`src/rtl/copy_sink.sv`:
```
`default_nettype none
// ============================================================================
// Module : copy_sink
// Brief  : Clocked terminus of a Send/Ack 4-phase pipeline feeding a valid/ready FIFO.
// Rev    : 1.0
// ============================================================================
module copy_sink #(
   parameter int DW          = 16,
   parameter int SYNC_STAGES = 2,
   parameter int DEPTH       = 4
) (
   input  logic                     CLK,
   input  logic                     MR_n,
   input  logic                     Send_in,
   input  logic [DW-1:0]            Data_in,
   output logic                     Ack_out,
   output logic [DW-1:0]            Dout,
   output logic                     Dout_valid,
   input  logic                     Dout_ready,
   output logic [$clog2(DEPTH):0]   Count
);

   localparam int AW = $clog2(DEPTH);
   localparam int SW = $clog2(SYNC_STAGES + 1);

   typedef enum logic [1:0] {
      S_RESYNC = 2'd0,
      S_IDLE   = 2'd1,
      S_ACK    = 2'd2
   } state_t;

   logic [SYNC_STAGES-1:0] sync_q;
   logic [SW-1:0]          settle_q;
   logic                   s_send;
   logic                   settled;

   state_t                 state_q, state_d;
   logic                   ack_q, ack_d;
   logic                   push;
   logic                   pop;
   logic                   full;
   logic                   mem_empty;
   logic                   load;

   logic [DW-1:0]          mem_q [DEPTH];
   logic [AW:0]            wr_ptr_q, rd_ptr_q;
   logic [AW:0]            count_q, count_d;
   logic [DW-1:0]          dout_q;
   logic                   valid_q;

   always_ff @(posedge CLK or negedge MR_n) begin
      if (!MR_n) begin
         sync_q <= '0;
      end else begin
         sync_q <= {sync_q[SYNC_STAGES-2:0], Send_in};
      end
   end

   assign s_send = sync_q[SYNC_STAGES-1];

   // The synchronizer only reflects Send_in once it has been refilled after
   // reset; until then a low s_send is just the cleared flops, not the sender.
   always_ff @(posedge CLK or negedge MR_n) begin
      if (!MR_n) begin
         settle_q <= '0;
      end else if (!settled) begin
         settle_q <= settle_q + 1'b1;
      end
   end

   assign settled = (settle_q == SW'(SYNC_STAGES));

   assign full      = (count_q == (AW+1)'(DEPTH));
   assign pop       = valid_q & Dout_ready;
   assign mem_empty = (wr_ptr_q == rd_ptr_q);
   assign load      = !mem_empty && (!valid_q || pop);

   always_comb begin
      state_d = state_q;
      ack_d   = ack_q;
      push    = 1'b0;
      case (state_q)
         S_RESYNC: begin
            ack_d = 1'b0;
            if (settled && !s_send) begin
               state_d = S_IDLE;
            end
         end
         S_IDLE: begin
            ack_d = 1'b0;
            if (s_send && !full) begin
               push    = 1'b1;
               ack_d   = 1'b1;
               state_d = S_ACK;
            end
         end
         S_ACK: begin
            ack_d = 1'b1;
            if (!s_send) begin
               ack_d   = 1'b0;
               state_d = S_IDLE;
            end
         end
         default: begin
            ack_d   = 1'b0;
            state_d = S_RESYNC;
         end
      endcase
   end

   always_ff @(posedge CLK or negedge MR_n) begin
      if (!MR_n) begin
         state_q <= S_RESYNC;
         ack_q   <= 1'b0;
      end else begin
         state_q <= state_d;
         ack_q   <= ack_d;
      end
   end

   // Data_in is bundled with Send_in and held until Ack rises, so it is
   // captured without synchronization.
   always_ff @(posedge CLK) begin
      if (push) begin
         mem_q[wr_ptr_q[AW-1:0]] <= Data_in;
      end
   end

   always_ff @(posedge CLK or negedge MR_n) begin
      if (!MR_n) begin
         wr_ptr_q <= '0;
      end else if (push) begin
         wr_ptr_q <= wr_ptr_q + 1'b1;
      end
   end

   always_comb begin
      count_d = count_q;
      case ({push, pop})
         2'b10:   count_d = count_q + 1'b1;
         2'b01:   count_d = count_q - 1'b1;
         default: count_d = count_q;
      endcase
   end

   always_ff @(posedge CLK or negedge MR_n) begin
      if (!MR_n) begin
         count_q <= '0;
      end else begin
         count_q <= count_d;
      end
   end

   // Head register: Count covers the words in memory plus this register,
   // so the head word is presented one cycle after it is written.
   always_ff @(posedge CLK or negedge MR_n) begin
      if (!MR_n) begin
         dout_q   <= '0;
         valid_q  <= 1'b0;
         rd_ptr_q <= '0;
      end else if (load) begin
         dout_q   <= mem_q[rd_ptr_q[AW-1:0]];
         valid_q  <= 1'b1;
         rd_ptr_q <= rd_ptr_q + 1'b1;
      end else if (pop) begin
         valid_q  <= 1'b0;
      end
   end

   assign Ack_out    = ack_q;
   assign Dout       = dout_q;
   assign Dout_valid = valid_q;
   assign Count      = count_q;

endmodule
`default_nettype wire

```
`config.mk`:
```
export PLATFORM = sky130hd
export DESIGN_NAME = copy_sink
export DESIGN_NICKNAME = d
export VERILOG_FILES = /design/src/rtl/copy_sink.sv
export SDC_FILE = /design/constraint.sdc
export NUM_CORES = 1
export LEC_CHECK = 0
export CORE_MARGIN = 1
export CORE_UTILIZATION = 67
export DETAILED_ROUTE_END_ITERATION = 8
export DONT_BUFFER_PORTS = 1
export PLACE_DENSITY_LB_ADDON = 0.08
export SETUP_SLACK_MARGIN = 0.02
export SLEW_MARGIN = 10
export SYNTH_ARGS = -nofsm -noshare
export SYNTH_HDL_FRONTEND = slang
export SYNTH_SLANG_ARGS = --single-unit
```
`constraint.sdc`:
```
create_clock -name CLK -period 3.04 [get_ports CLK]
set_input_delay 0.608 -clock CLK [delete_from_list [all_inputs] [get_ports CLK]]
set_output_delay 0.608 -clock CLK [all_outputs]
set_load 0.1 [all_outputs]
```
Word-level counts from Yosys, hierarchy flattened
Memories as Yosys holds them, arrays and structs flattened. A register that Yosys moved wholly into a read port is not among the register bits.
Cells that the tools add are included.

storage, ports and cells
  register bits = 17
  bits in writable memories = 64
  output and inout bits = 21
  logic and storage cells = 51
  memories kept = 1

cells by class
  $add $sub $neg = 5
  eq/ne operators = 10
  muxes and demuxes = 13
  bitwise gates (word level) = 1
  reduce and logical (&&, ||, !) cells = 13

memory list
  name   depth  width  read ports  clocked after Yosys merged registers in  wr ports  RTL line  text
  mem_q  4      16     1           1                                        1         45        logic [DW-1:0] mem_q [DEPTH];

operator list
  kind                                                 count
  adder 3 x 1 -> 3 bit, second input constant          3
  two-way mux 1 bit                                    7
  equality test 2 bit, second input constant           3
  two-way mux 2 bit                                    3
  inequality test 2 bit, second input constant         3
  one-hot mux 2 bit (3 select lines)                   1
  one-hot mux 3 bit (2 select lines)                   1
  logical NOT 1 bit                                    5
  equality test 2 x 1 -> 1 bit, second input constant  2
  nonzero test 2 bit                                   2
  equality test 3 bit                                  1
  equality test 3 bit, second input constant           1
  logical AND 1 bit                                    3
  AND reduction 3 bit                                  1
  subtractor 3 x 1 -> 3 bit, second input constant     1
  adder 2 x 1 -> 2 bit, second input constant          1
  logical NOT 2 bit                                    1
  one-hot mux 1 bit (2 select lines)                   1
  bitwise AND 1 bit                                    1
  logical OR 1 bit                                     1

Longest topological paths before layout
Gate-level depths: netlist of run 1.

  word-level depth = 7
  mapped depth = 9
  depth with buffers taken out = 9

Least setup slack after synthesis of run 1
No wires, ideal clock.

  kind = reg-to-reg
  from = register count_q[2], in the netlist Count[2]
  to = register count_q[1], in the netlist Count[1]
  setup time = 0.126 ns
  arrival time = 2.418 ns
  required time = 2.914 ns
  path slack = 0.496 ns
  stages on the path, launching flop included = 7
  period minus slack after synthesis = 2.544 ns
  cell sequence = dfrtp_1 inv_1 o311a_1 inv_1 ha_1 fa_1 mux2_2

on the way
  word-level cells in the longest chain between the ends = 7
  elaborated cells on any way between the ends = 9
  those cells by class = eq/ne (3); mux (3); reduce/logical (3)

RTL lines
  item                                                                        RTL line  text
  from (decl)                                                                 47        logic [AW:0] count_q, count_d;
  from (signal assigned)                                                      150       count_q <= count_d;
  equality test 3 bit (*)                                                     73        assign full = (count_q == (AW+1)'(DEPTH));
  logical NOT 1 bit (*)                                                       91        if (s_send && !full) begin
  logical AND 1 bit (*)                                                       91
  two-way mux 1 bit (*)                                                       91
  two-way mux 1 bit (*)                                                       82        case (state_q)
  equality test 2 x 1 -> 1 bit / equality test 2 bit (equally long branches)  139       case ({push, pop})
  one-hot mux 3 bit (2 select lines) (*)                                      139
  named net count_d[1]                                                        47

The timed path passes the listed nets; every way through them passes the cells marked *.
A chain may end at the register's enable or synchronous reset.

Final worst setup path of run 1
  from = register state_q[1]
  to = register count_q[2], in the netlist Count[2]

on the way
  word-level cells in the longest chain between the ends = 4
  elaborated cells on any way between the ends = 6
  those cells by class = eq/ne (3); mux (2); reduce/logical (1)

RTL lines
  item                                                                             RTL line  text
  from (decl)                                                                      37        state_t state_q, state_d;
  from (signal assigned)                                                           116       state_q <= state_d;
  equality test 2 x 1 -> 1 bit (*)                                                 82
  two-way mux 1 bit (*)                                                            82
  equality test 2 x 1 -> 1 bit / equality test 2 bit (equally long branches)       139
  one-hot mux 3 bit (2 select lines) / nonzero test 2 bit (equally long branches)  -

Every way passes the cells marked *; elsewhere a longest branch is shown, timed or not.

==> run summary, run 1 <==
Clk sink count: 97
Cell family with most CP delay: adder cells
Multiplexer area fraction after synthesis: 16.3%
Yosys reg bits: 97
Clk_skew: 0.00892 ns
Critical path required time: 3.28 ns
Setup CP Type: reg -> reg
DR WL/cell: 20.2 um
Synth Net Count: 224
Placed Instances: 266
DRT Pass-1 Iters: 4
Final Net Count: 239
GRT overflow: 0
Post-synthesis instance total: 191
Crit path launch type: flip-flop
Hold Crit Class: in -> async
CP max-delay cell: dfrtp_1
I/O Buffers: 0
Layout cells sized above 1: 27.5%
Vias: 1,674
Simple-gate share of the synthesized area: 1.96%
Initial antenna violation count: 0
Post-Syn Area: 3900 um^2
Die Wd: 78.3 um
Layout area overhead: 8.15%
Final setup margin: 0.778 ns
Headroom to the max-slew limit: 37.6%
DP Wirelength: 3930 um
Total CTS buffers: 9
Largest net degree at the start of global routing: 34
Core ar.: 5570 um^2
Total length of routed wires: 5710 um
Crit path DAT: 2.50 ns
Worst slew pin tran: 0.937 ns
MaxCap Viol Count: 0
Vias in the first global route: 1,852
Clock slew seen by the registers of the worst setup and hold paths: 0.09 ns
CP cell instances: inv_1 -> ha_1 -> o311a_1 -> inv_1 -> ha_1 -> fa_1 -> xnor2_1 -> nor2_1 -> xnor2_1
RSZ-0062 raised after global routing: no
Reg2reg start: state_q[1]$_DFFE_PN0P_
Clock latency on the worst-skew pair: 0.35 ns
Status: finished clean
Routed Antenna Nets: 0
DIE HEIGHT: 78.3 um
FP Rows: 27
Nature of the critical path endpoint: flip-flop
Synth cell types: 32
Slowest stage delay, CP: 0.42 ns
XOR/XNOR share of the synthesized area: 3.05%
# DRC: 0
Clk buf depth: 2
Placer Congestion: 0.767
Most common cell after layout, fill and taps aside: edfxtp_1
Max Slew Vio Count: 0
Die area: 6130 um^2
Average size of a mapped cell: 20.4 um^2
Vias/cell: 5.92
Most frequent cells in the layout: edfxtp_1, dfrtp_1, ha_1, mux2_2, mux4_2
First-pass GRT wire length: 9380 um
First-iteration detailed-routing DRC count: 115
Starting density of the core: 70.0%
Post-synthesis compound-gate area fraction: 1.89%
Setup TNS: 0 ns
Number of setup buffers added after CTS: 0
Worst slack, placed: 0.801 ns
Hold slack: 0.0767 ns
GR Util All Layers: 21.9%
Final Non-Filler Cells: 283
Sequential fraction of the synthesis area: 70.4%
Tcrit/Tclk final: 74.4%
Worst Setup SP: state_q[1]$_DFFE_PN0P_
Antenna diodes: 0
YS warnings: 0
Final Setup Violations: 0
Critical Path Fanout Max: 8
Root buf cell: clkbuf_8
TritonCTS clock tree: built
Worst path buffer plus inverter count: 2
Fin. Hold Viols: 0
F_max: 0.442 GHz
Final Critical Period: 2.26 ns
Largest family of logic cells by synthesized area: multiplexers
# IOs: 41
H-tree Lvls: 3
Post-Synth Adder-Cell Area: 4.36%
-- synth_stat cells --
cell type  number  share of area [%]
mux2_4          8                3.1
a31oi_4         1               0.55
buf_2           1               0.13
inv_1           7               0.67
nor2_1          1              0.096
xnor2_2         3                1.3
nor2b_1         1               0.16
o21bai_1        1               0.19
o311a_1         1               0.26
nand2_1         3               0.29
nand2_2         1               0.16
nand2b_1        1               0.16
ha_1           12                3.8
and2_1          5               0.80
edfxtp_1       64                 49
mux2_2         11                3.2
clkbuf_1        1              0.096
xor2_1          2               0.45
a21boi_0        1               0.19
buf_12          1               0.51
a222oi_1        1               0.26
fa_1            1               0.51
dfrtp_1        33                 21
xnor2_1         6                1.3
mux4_1          6                4.0
mux2i_1         1               0.26
nand3_1         1               0.13
buf_6           2               0.58
o21ai_0         2               0.26
or2_2           1               0.16
mux4_2         10                5.8
o31ai_1         1               0.19
-- final cells by class --
cell class / count / area [um^2]
repair buffers: 9 / 80.1
flip-flops and latches: 97 / 2750
clock buffers: 10 / 128
inverters: 7 / 26.3
clock inverters: 6 / 71.3
fillers: 327 / 1360
multi-input cells: 82 / 1080
well taps: 72 / 90.1
-- through the flow --
step                      instance area (um^2)  util, %
after global routing                      4220     75.7
final                                     4220     75.7
after CTS                                 4220     75.7
after floorplan                           3900        -
after detailed placement                  4000     71.8
after global placement                    4000     71.8
-- final timing paths --
kind,cells past startpoint,slack (ns),to
setup / recovery,9,0.78,Count[2]$_DFFE_PN0P_
hold / removal,1,0.08,Dout[12]$_DFFE_PN0P_
setup reg to reg,9,0.78,Count[2]$_DFFE_PN0P_
hold reg to reg,0,0.37,sync_q[1]$_DFF_PN0_
max in group asynchronous,1,2.79,state_q[1]$_DFFE_PN0P_
min in group CLK,0,0.28,sync_q[0]$_DFF_PN0_
-- flip-flops by register name (all words and copies together), names as in the netlist --
name / flops
Ack_out: 1
Count: 3
Dout: 16
Dout_valid: 1
mem_q: 64
rd_ptr_q: 3
settle_q: 2
state_q: 2
sync_q: 2
wr_ptr_q: 3
-- cell families after synthesis --
family                   Yosys count
AO/OA/AOI/OAI                      8
XOR/XNOR                          11
adder cells (fa/ha/maj)           13
buffers and inverters             12
flip-flops                        97
multiplexers                      36
AND/OR/NAND/NOR                   14
-- routing by layer --
layer  global-route usage [%]  routed length, um  up-vias
met4                     6.67                 55        0
met1                     24.3               2150      862
met2                     37.7               3090       46
met3                     10.2                410        6
met5                        0                  0        -
li1                         -                  -      760
-- timing repair --
item | CTS | global route
gates resized for setup | 0 | 0
endpoints found under the hold margin | 33 | 0
hold buffers | 1 | 0
Power of run 1 is left out: the tool's default activity adds up to more than one toggle a clock period on the data nets, which glitch-free logic cannot reach.
==> inputs of run 2 (changes only) <==
Settings changed: CORE_UTILIZATION 67 to 56.
Clock period 3.04 ns to 1.9 ns, I/O delays scaled along.
==> run 2 against run 1 <==
Effect of this change:
- flip-flop and latch count stayed put
- fmax is 20% higher
- register-to-register slack worse by 0.76 ns
- utilization is 9.8 points lower
- hold slack worse by 0.027 ns
- worst setup slack worse by 0.76 ns
- die area is 19% higher
- critical path type unchanged
- critical endpoint unchanged
- largest cell class unchanged
==> run summary, run 2 (synthesized netlist as in run 1, its figures left out) <==
Vias: 1,727 (was 1,674)
Layout cells sized above 1: 39.0% (was 27.5%)
Met1 usage: 20.6% (was 24.3%)
Most common cell after layout, fill and taps aside: edfxtp_1 (unchanged)
Headroom to the max-slew limit: 37.6% (about the same)
Total CTS buffers: 9 (unchanged)
Clock latency on the worst-skew pair: 0.35 ns (about the same)
Status: finished clean (unchanged)
Die area: 7300 um^2 (was 6130 um^2)
Worst slew pin tran: 0.936 ns (was 0.937 ns)
Initial antenna violation count: 0 (unchanged)
Crit path DAT: 2.16 ns (was 2.50 ns)
R2R cell count: 9 (unchanged)
I/O Buffers: 0 (unchanged)
Routed Antenna Nets: 0 (unchanged)
Clock slew seen by the registers of the worst setup and hold paths: 0.09 ns (about the same)
DR WL/cell: 19.4 um (was 20.2 um)
Setup CP Type: reg -> reg (unchanged)
Starting density of the core: 57.7% (was 70.0%)
Root buf cell: clkbuf_8 (unchanged)
Met2 usage in global routing: 32.8% (was 37.7%)
Final Net Count: 259 (was 239)
Antenna diodes: 0 (unchanged)
Clk sink count: 97 (unchanged)
Tcrit/Tclk final: 99.1% (was 74.4%)
Die Wd: 85.5 um (was 78.3 um)
R2R setup slack: 0.02 ns (was 0.78 ns)
First-iteration detailed-routing DRC count: 61 (was 115)
# IOs: 41 (unchanged)
Hold Crit Depth: 0
Vias in the first global route: 1,941 (was 1,852)
DP Area: 4180 um^2 (was 4000 um^2)
Critical path required time: 2.18 ns (was 3.28 ns)
Placer Congestion: 0.713 (was 0.767)
Fin. Hold Viols: 0 (unchanged)
Core ar.: 6760 um^2 (was 5570 um^2)
TritonCTS clock tree: built (unchanged)
RSZ-0062 raised after global routing: yes (was no)
Vias/cell: 5.55 (was 5.92)
Total length of routed wires: 6040 um (was 5710 um)
Layout area overhead: 14.2% (was 8.15%)
Max reg flops: 64 (unchanged)
Largest net degree at the start of global routing: 34 (unchanged)
Clk buf depth: 2 (unchanged)
Critical Path Fanout Max: 2 (was 8)
# DRC: 0 (unchanged)
F_max: 0.531 GHz (was 0.442 GHz)
Met3 usage: 7.88% (was 10.2%)
Hold Crit Class: in -> reg (was in -> async)
GR Util All Layers: 18.6% (was 21.9%)
Busiest layer in global routing: met2 (unchanged)
DIE HEIGHT: 85.5 um (was 78.3 um)
Reg-to-Reg End: Count[2]$_DFFE_PN0P_ (unchanged)
MaxCap Viol Count: 0 (unchanged)
Nature of the critical path endpoint: flip-flop (unchanged)
GRT overflow: 0 (unchanged)
Crit path launch type: flip-flop (unchanged)
FP Rows: 30 (was 27)
Design Area, Final: 4450 um^2 (was 4220 um^2)
Clk_skew: 0.00676 ns (was 0.00892 ns)
Most frequent cells in the layout: edfxtp_1, dfrtp_1, buf_4, mux4_2, mux2_2 (was edfxtp_1, dfrtp_1, ha_1, mux2_2, mux4_2)
First-pass GRT wire length: 9730 um (was 9380 um)
Final Critical Period: 1.88 ns (was 2.26 ns)
DP Wirelength: 4070 um (was 3930 um)
DRT Pass-1 Iters: 6 (was 4)
Start point of the worst hold path: Send_in
Worst Hold Endpoint: sync_q[0]$_DFF_PN0_
Reg2reg start: state_q[1]$_DFFE_PN0P_ (unchanged)
Max Slew Vio Count: 0 (unchanged)
Final Setup Violations: 0 (unchanged)
H-tree Lvls: 3 (unchanged)
## run 2: changes by cell type in the layout (fill, tap and decap cells not counted), moves of 2 or more
cell	previous run	this run
buf_12	1	3
buf_4	8	25
dfrtp_1	33	29
dfrtp_4	0	3
ha_1	12	9
ha_4	0	2
inv_1	7	4
inv_4	0	2
## run 2: layer usage
metal,vias to the layer above,part of all wire (%)
met4,0,0.48
met2,38,54
li1,806,-
met5,-,0
met1,879,40
met3,4,5.4
## run 2: metrics by stage
stage / hold slack, ns / setup TNS [ns] / worst slack (ns) / std cells / utilization [%]
global placement: 0.0852 / 0 / 0.0277 / 287 / 61.8
finish: 0.0499 / 0 / 0.0174 / 311 / 65.9
global route: 0.0228 / -0.0293 / -0.0293 / 311 / 65.9
detailed placement: 0.0853 / -0.0720 / -0.0685 / 287 / 61.8
CTS: 0.0355 / 0 / 0.0191 / 309 / 65.5
floorplan: 0.0844 / -0.259 / -0.142 / 191 / -
## run 2: worst max path at each step
stage	startpoint	endpoint	slack, ns	cells after the start
floorplan	Count[2]$_DFFE_PN0P_	Count[1]$_DFFE_PN0P_	-0.14	6
global placement	state_q[1]$_DFFE_PN0P_	Count[2]$_DFFE_PN0P_	0.03	9
CTS	state_q[1]$_DFFE_PN0P_	Count[2]$_DFFE_PN0P_	0.02	9
detailed placement	state_q[1]$_DFFE_PN0P_	Count[2]$_DFFE_PN0P_	-0.07	9
global route	state_q[1]$_DFFE_PN0P_	Count[2]$_DFFE_PN0P_	-0.03	9
finish	state_q[1]$_DFFE_PN0P_	Count[2]$_DFFE_PN0P_	0.02	9
## run 2: worst max-delay path, stage by stage (launching register included)
cell	delay, ns
dfrtp_1	0.40
inv_2	0.08
ha_4	0.13
o311a_4	0.21
inv_4	0.04
ha_4	0.15
fa_2	0.40
xnor2_2	0.14
nor2_1	0.13
xnor2_1	0.13
## run 2: cell type report
type | instances | area [um^2]
inverters | 7 | 31.3
well taps | 80 | 100
multi-input cells | 82 | 1130
fillers | 455 | 2300
flip-flops and latches | 97 | 2760
repair buffers | 29 | 258
clock buffers | 9 | 124
clock inverters | 7 | 52.6
## run 2: repair_timing
action                     CTS  global route
hold buffers                 2             0
hold endpoints to repair    33             0
buffers inserted             4             2
pin swaps                    4             5
setup endpoints to repair    2             3
gates resized for setup      3             4
Power of run 2 is left out for the same reason.
